$ cat src/rtl/pipeline_if.sv
// Instruction-fetch stage: fetches 32-bit words from instruction memory into a
// halfword prefetch FIFO and presents the next 32-bit instruction window
// {hw1,hw0} to decode. Decode pops one (RVC) or two halfwords per cycle and
// can redirect the stream at any time; a redirect flushes the FIFO, drops the
// response that belongs to the old stream and fetches the new target at once.
// Optional build macro IF_PERF_CNT_EN adds starvation and redirect counters.

// Protocol checker for the fetch stage, kept apart from the datapath.
module pipeline_if_chk (
    input logic i_clk,
    input logic i_rst_n,
    input logic i_rvalid,
    input logic i_inflight,
    input logic i_taken,
    input logic i_redir_lsb
);
    // A memory response must always match an outstanding request.
    a_rvalid_has_req: assert property (@(posedge i_clk) disable iff (!i_rst_n)
        i_rvalid |-> i_inflight);

    // Redirect targets are halfword aligned.
    a_redir_aligned: assert property (@(posedge i_clk) disable iff (!i_rst_n)
        i_taken |-> !i_redir_lsb);
endmodule

module pipeline_if #(
    parameter int unsigned DEPTH_HW  = 8,
    parameter logic [31:0] RESET_PC  = 32'h0000_0000,
    parameter logic [31:0] NOP_INSTR = 32'h0000_0013
) (
    input  logic        clk,
    input  logic        resetn,
    input  logic        enable,
    input  logic        taken_d_i,
    input  logic [31:0] redirection_d_i,
    input  logic        is_compressed_d_i,
    output logic        imem_req_o,
    output logic [31:0] imem_addr_o,
    input  logic        imem_rvalid_i,
    input  logic [31:0] imem_rdata_i,
    output logic [31:0] instruction_f_o,
    output logic        instr_valid_f_o
`ifdef IF_PERF_CNT_EN
    ,
    output logic [31:0] perf_starve_cnt_o,
    output logic [31:0] perf_redirect_cnt_o
`endif
);
    localparam int unsigned PW = $clog2(DEPTH_HW);
    localparam int unsigned CW = PW + 1;
    localparam logic [CW:0]   ISSUE_LIMIT = (CW+1)'(DEPTH_HW - 32'd2);
    localparam logic [CW-1:0] CNT_ONE     = CW'(32'd1);
    localparam logic [CW-1:0] CNT_TWO     = CW'(32'd2);
    localparam logic [PW-1:0] PTR_ONE     = PW'(32'd1);

    // Prefetch FIFO and fetch-side state.
    logic [15:0]   r_fifo [DEPTH_HW];
    logic [PW-1:0] r_head;
    logic [PW-1:0] r_tail;
    logic [CW-1:0] r_count;
    logic [31:0]   r_fetch_pc;
    logic          r_inflight;
    logic          r_skip_hw;

    logic [15:0]   w_hw0;
    logic [15:0]   w_hw1;
    logic          w_valid;
    logic [CW:0]   w_occ;
    logic          w_room;
    logic [31:0]   w_redir_word;
    logic          w_rsp;
    logic [1:0]    w_wr_n;
    logic          w_pop_req;
    logic [1:0]    w_pop_n;

    assign w_hw0        = r_fifo[r_head];
    assign w_hw1        = (r_count >= CNT_TWO) ? r_fifo[r_head + PTR_ONE] : 16'h0000;
    assign w_valid      = (r_count >= CNT_TWO) | ((r_count == CNT_ONE) & (w_hw0[1:0] != 2'b11));

    // Halfwords already buffered plus those still on their way from memory.
    assign w_occ        = {1'b0, r_count} + {{(CW-1){1'b0}}, r_inflight, 1'b0};
    assign w_room       = (w_occ <= ISSUE_LIMIT);
    assign w_redir_word = {redirection_d_i[31:2], 2'b00};

    // A response in the redirect cycle belongs to the abandoned stream.
    assign w_rsp        = imem_rvalid_i & ~taken_d_i & r_inflight;
    assign w_pop_req    = enable & w_valid & ~taken_d_i;

    assign instr_valid_f_o = w_valid;
    assign instruction_f_o = w_valid ? {w_hw1, w_hw0} : NOP_INSTR;
    assign imem_req_o      = resetn & (taken_d_i | w_room);
    assign imem_addr_o     = taken_d_i ? w_redir_word : r_fetch_pc;

    // Number of halfwords a response deposits: the first one is skipped after an odd redirect.
    always_comb begin
        w_wr_n = 2'd0;
        if (w_rsp) begin
            w_wr_n = r_skip_hw ? 2'd1 : 2'd2;
        end else begin
            w_wr_n = 2'd0;
        end
    end

    // Number of halfwords decode consumes, never more than what is buffered.
    always_comb begin
        w_pop_n = 2'd0;
        if (!w_pop_req) begin
            w_pop_n = 2'd0;
        end else if (is_compressed_d_i | (r_count == CNT_ONE)) begin
            w_pop_n = 2'd1;
        end else begin
            w_pop_n = 2'd2;
        end
    end

    // FIFO storage: little-endian halfwords of each response land at the tail.
    always_ff @(posedge clk or negedge resetn) begin
        if (!resetn) begin
            for (int i = 0; i < int'(DEPTH_HW); i++) begin
                r_fifo[i] <= 16'h0000;
            end
        end else if (w_rsp) begin
            if (r_skip_hw) begin
                r_fifo[r_tail] <= imem_rdata_i[31:16];
            end else begin
                r_fifo[r_tail]           <= imem_rdata_i[15:0];
                r_fifo[r_tail + PTR_ONE] <= imem_rdata_i[31:16];
            end
        end
    end

    // Pointers, occupancy and fetch address; a redirect overrides everything else.
    always_ff @(posedge clk or negedge resetn) begin
        if (!resetn) begin
            r_head     <= '0;
            r_tail     <= '0;
            r_count    <= '0;
            r_fetch_pc <= RESET_PC;
            r_inflight <= 1'b0;
            r_skip_hw  <= 1'b0;
        end else if (taken_d_i) begin
            r_head     <= r_tail;
            r_count    <= '0;
            r_fetch_pc <= w_redir_word + 32'd4;
            r_inflight <= 1'b1;
            r_skip_hw  <= redirection_d_i[1];
        end else begin
            r_head     <= r_head + PW'(w_pop_n);
            r_tail     <= r_tail + PW'(w_wr_n);
            r_count    <= r_count + CW'(w_wr_n) - CW'(w_pop_n);
            r_inflight <= w_room;
            if (w_room) begin
                r_fetch_pc <= r_fetch_pc + 32'd4;
            end
            if (w_rsp) begin
                r_skip_hw <= 1'b0;
            end
        end
    end

`ifdef IF_PERF_CNT_EN
    logic [31:0] r_starve_cnt;
    logic [31:0] r_redirect_cnt;

    // Count cycles where decode wanted an instruction but none was ready, and redirects.
    always_ff @(posedge clk or negedge resetn) begin
        if (!resetn) begin
            r_starve_cnt   <= 32'd0;
            r_redirect_cnt <= 32'd0;
        end else begin
            if (enable & ~w_valid & ~taken_d_i) begin
                r_starve_cnt <= r_starve_cnt + 32'd1;
            end
            if (taken_d_i) begin
                r_redirect_cnt <= r_redirect_cnt + 32'd1;
            end
        end
    end

    assign perf_starve_cnt_o   = r_starve_cnt;
    assign perf_redirect_cnt_o = r_redirect_cnt;
`endif

    pipeline_if_chk u_chk (
        .i_clk       (clk),
        .i_rst_n     (resetn),
        .i_rvalid    (imem_rvalid_i),
        .i_inflight  (r_inflight),
        .i_taken     (taken_d_i),
        .i_redir_lsb (redirection_d_i[0])
    );
endmodule

$ cat config.mk
export PLATFORM = sky130hd
export DESIGN_NAME = pipeline_if
export DESIGN_NICKNAME = d
export VERILOG_FILES = /design/src/rtl/pipeline_if.sv
export SDC_FILE = /design/constraint.sdc
export NUM_CORES = 1
export LEC_CHECK = 0
export CAP_MARGIN = 20
export CORE_MARGIN = 5
export CORE_UTILIZATION = 55
export CTS_CLUSTER_DIAMETER = 100
export DETAILED_ROUTE_END_ITERATION = 8
export PLACE_DENSITY = 0.91
export SLEW_MARGIN = 15
export SYNTH_ARGS = -nofsm -noshare
export SYNTH_HDL_FRONTEND = slang
export SYNTH_SLANG_ARGS = --single-unit
$ cat constraint.sdc
create_clock -name clk -period 4.69 [get_ports clk]
set_clock_uncertainty 0.05 [all_clocks]
set_input_delay 0.938 -clock clk [delete_from_list [all_inputs] [get_ports clk]]
set_output_delay 0.938 -clock clk [all_outputs]
set_load 0.05 [all_outputs]
==> impl_metrics.ini <==
[sta]
maxSlewHeadroom_pct = 19.9
tns_ns = 0
rsz0062_at_grt = no
worst_slew_pin_slew_ns = 1.20
slew_viol_final = 0
max_clock_freq_mhz = 247
period_needed_ns = 4.05
hold_viol = 0
final-setup-viol-count = 0
holdWs_ns = 0.334
min_period_over_period_pct = 86.3

[synthesis]
synthXorXnorAreaFrac_pct = 2.94
seq_area_frac_synth_pct = 38.7
synth-seq-cells = 170
synth.distinct_cells = 56
synth_top_flop_cell = dfrtp_1
synth_simple_gate_area_share_pct = 13.0
netlist_area_sq_mm = 0.0110
ys_warn_count = 0
syn_inst = 1127
synth_compound_area_share_pct = 18.9
synth_top_family_by_area = multiplexers
synthArstFlopShare_pct = 100
avgSynthCellArea_sq_um = 9.76
yosys.area_share.adder_pct = 2.21
synth_mux_area_share_pct = 19.5
synth_edf_count = 0

[setup_path]
slowest_delay_ns = 0.61
cp_max_fo = 15
critPathLaunchType = flop
crit_end = instruction_f_o[21]
reg2reg_from = r_head[0]$_DFF_PN0_
end_kind = primary output
worstRegToRegCells = 11
r2r_end = r_count[1]$_DFF_PN0_
startpoint = r_head[0]$_DFF_PN0_
crit_chain = ha_1 > buf_4 > mux4_2 > nand2_1 > a21oi_1 > buf_12
worstPathRequired_ns = 3.70
slowest_stage = ha_1
crit_type = flop to primary output
arrival_ns = 3.06
r2r_slack_ns = 1.22

[clock_network]
clock_path_buffers = 2
cts_max_level = 4
cts_setup_buffers = 0
cts_buffers = 17
clk_pin_slew_ns = 0.07
ctsResizeCount = 0
cts-root-buf = clkbuf_16
clock-sinks = 170
cts_hold_buf = 0
insertion_delay_ns = 0.44
tritoncts = built

[floorplan]
core_area_sq_mm = 0.0196
ioPinCount = 136
rows = 51
dieHeight_um = 151
dieArea_sq_mm = 0.0229
initial_core_util_pct = 56.2
die_w_um = 151

[pwr]
combPwrFrac_pct = 60.8
p_sw_mw = 5.25
ir_drop_v = 0.000387
p_leak_nw = 5.27
netSwitchingFraction_pct = 48.5
p_clk_share_pct = 13.0
p_int_mw = 5.58
seqPwrFrac_pct = 26.2
p_per_area_mw_per_mm2 = 818

[cells_and_area]
area_growth_pct = 20.3
drive_gt1_share_pct = 19.0
nets = 1288
diodes = 0

[grt]
grt_pass1_wl_um = 56900
grt_use_total_pct = 32.2
grt_max_degree = 127
grt_pass1_vias = 10700
overflow = 0
antenna_found_initial = 0

[run]
max-cap-violations = 0

[placed_design]
portBuffers = 132
dp_hpwl_um = 22600
place.gp.congestion = 0.901

[routing]
ant_nets = 0
drc = 4
viasPerCell = 6.98
wl_um = 36400
route.vias.total = 10300
first_pass_iters = 9
drtIter0Drc = 1821
post_drt_wl_per_cell_um = 24.6

[worst_hold_path]
min_path_type = input port to async pin

[status]
status = complete, but fails checks
failed_checks = DRC
registers in the layout, indices dropped and copies added, names as in the netlist:
register	count
r_count	4
r_fifo	128
r_inflight	1
r_fetch_pc	30
r_tail	3
r_skip_hw	1
r_head	3
worst max-delay path: cells and delay by family (launching register included):
family / cells / cell delay, ns
buffers and inverters: 2 / 0.58
DFF: 1 / 0.59
adders and majority gates: 1 / 0.61
AOI/OAI and AO/OA: 1 / 0.47
and+or+nand+nor: 1 / 0.07
muxes: 1 / 0.28
worst min path at each step:
stage                                     startpoint                         end  depth (start not counted)
after CTS                                     resetn     r_fifo[120]$_DFFE_PN0P_                          1
after global routing                          resetn     r_fifo[120]$_DFFE_PN0P_                          1
after detailed placement  r_fetch_pc[26]$_DFFE_PN0N_  r_fetch_pc[26]$_DFFE_PN0N_                          2
final                                         resetn     r_fifo[120]$_DFFE_PN0P_                          1
after floorplan           r_fetch_pc[29]$_DFFE_PN0N_  r_fetch_pc[29]$_DFFE_PN0N_                          2
after global placement    r_fetch_pc[29]$_DFFE_PN0N_  r_fetch_pc[29]$_DFFE_PN0N_                          2
logic make-up (layout without fill, tap and decap cells):
kind of cell / after synthesis / in the layout
simple gates: 309 / 309
buf+inv: 128 / 213
compound gates: 336 / 336
xor+xnor: 37 / 37
fa+ha+maj: 17 / 17
other cells: 1 / 2
mux: 129 / 129
flops: 170 / 170
cells in the final DEF, fill, tap and decap left out, types with 8 or more instances in the layout:
cell               n
clkbuf_16         17
buf_12            18
nand2_1          211
buf_4             43
o21ai_1           27
a21oi_1           20
ha_1              13
xor2_1            13
clkdlybuf4s50_1   97
a22oi_1          129
inv_1             21
dfrtp_1          168
mux2_2            39
nor2_1            23
nand3_1           15
xnor2_1           24
mux4_2            64
o21ai_0          134
mux2i_1           26
o21ai_2            8
synthesized netlist by cell type, drive strengths merged, types with 7 or more instances:
cell / n / share of area, %
inv: 21 / 0.72
buf: 47 / 2.1
dfrtp: 170 / 39
ha: 13 / 1.5
nand3: 16 / 0.77
o21ai: 169 / 7.7
mux4: 64 / 13
mux2i: 26 / 2.4
nand2: 211 / 7.2
mux2: 39 / 4.0
nor3: 11 / 0.59
clkbuf: 60 / 2.0
xnor2: 24 / 1.9
nand3b: 8 / 0.66
nor2b: 7 / 0.40
xor2: 13 / 1.0
a21oi: 20 / 0.91
a22oi: 130 / 8.9
nor2: 24 / 0.84
power by group through the flow:
stage	clock network (mW)	registers (mW)	logic [mW]
3_3_place_gp	0	2.72	6.22
3_5_place_dp	0	2.79	6.38
4_1_cts	1.40	2.79	6.47
2_1_floorplan	0	2.50	4.38
6_report	1.41	2.83	6.58
5_1_grt	1.46	2.90	6.91
per-layer routing:
layer	share of wire [%]	global-route usage [%]	wire (um)	vias to the layer above
li1	-	-	-	4276
met1	33	39.4	12100	4845
met2	45	49.7	16400	946
met3	15	10.6	5380	247
met4	6.7	19.8	2440	2
met5	0.15	0	53	-
metrics by stage:
| step | utilization (%) | cell area (sq um) | worst slack (ns) | instances | power [mW] |
|---|---|---|---|---|---|
| after detailed placement | 64.6 | 12700 | 0.824 | 1447 | 9.17 |
| after CTS | 67.6 | 13200 | 0.755 | 1478 | 10.7 |
| final | 67.6 | 13200 | 0.644 | 1478 | 10.8 |
| after global routing | 67.6 | 13200 | 0.660 | 1478 | 11.3 |
| after floorplan | - | 11000 | 0.932 | 1128 | 6.88 |
| after global placement | 64.6 | 12700 | 0.856 | 1447 | 8.94 |
layout make-up:
cell class,instances,area (sq um)
Sequential cell,170,4260
Clock inverter,10,103
Multi-Input combinational cell,830,6320
Fill cell,1327,6350
Tap cell,265,332
Clock buffer,21,470
Inverter,21,78.8
Timing Repair Buffer,161,1680
Power figures use the tool's default switching activity.
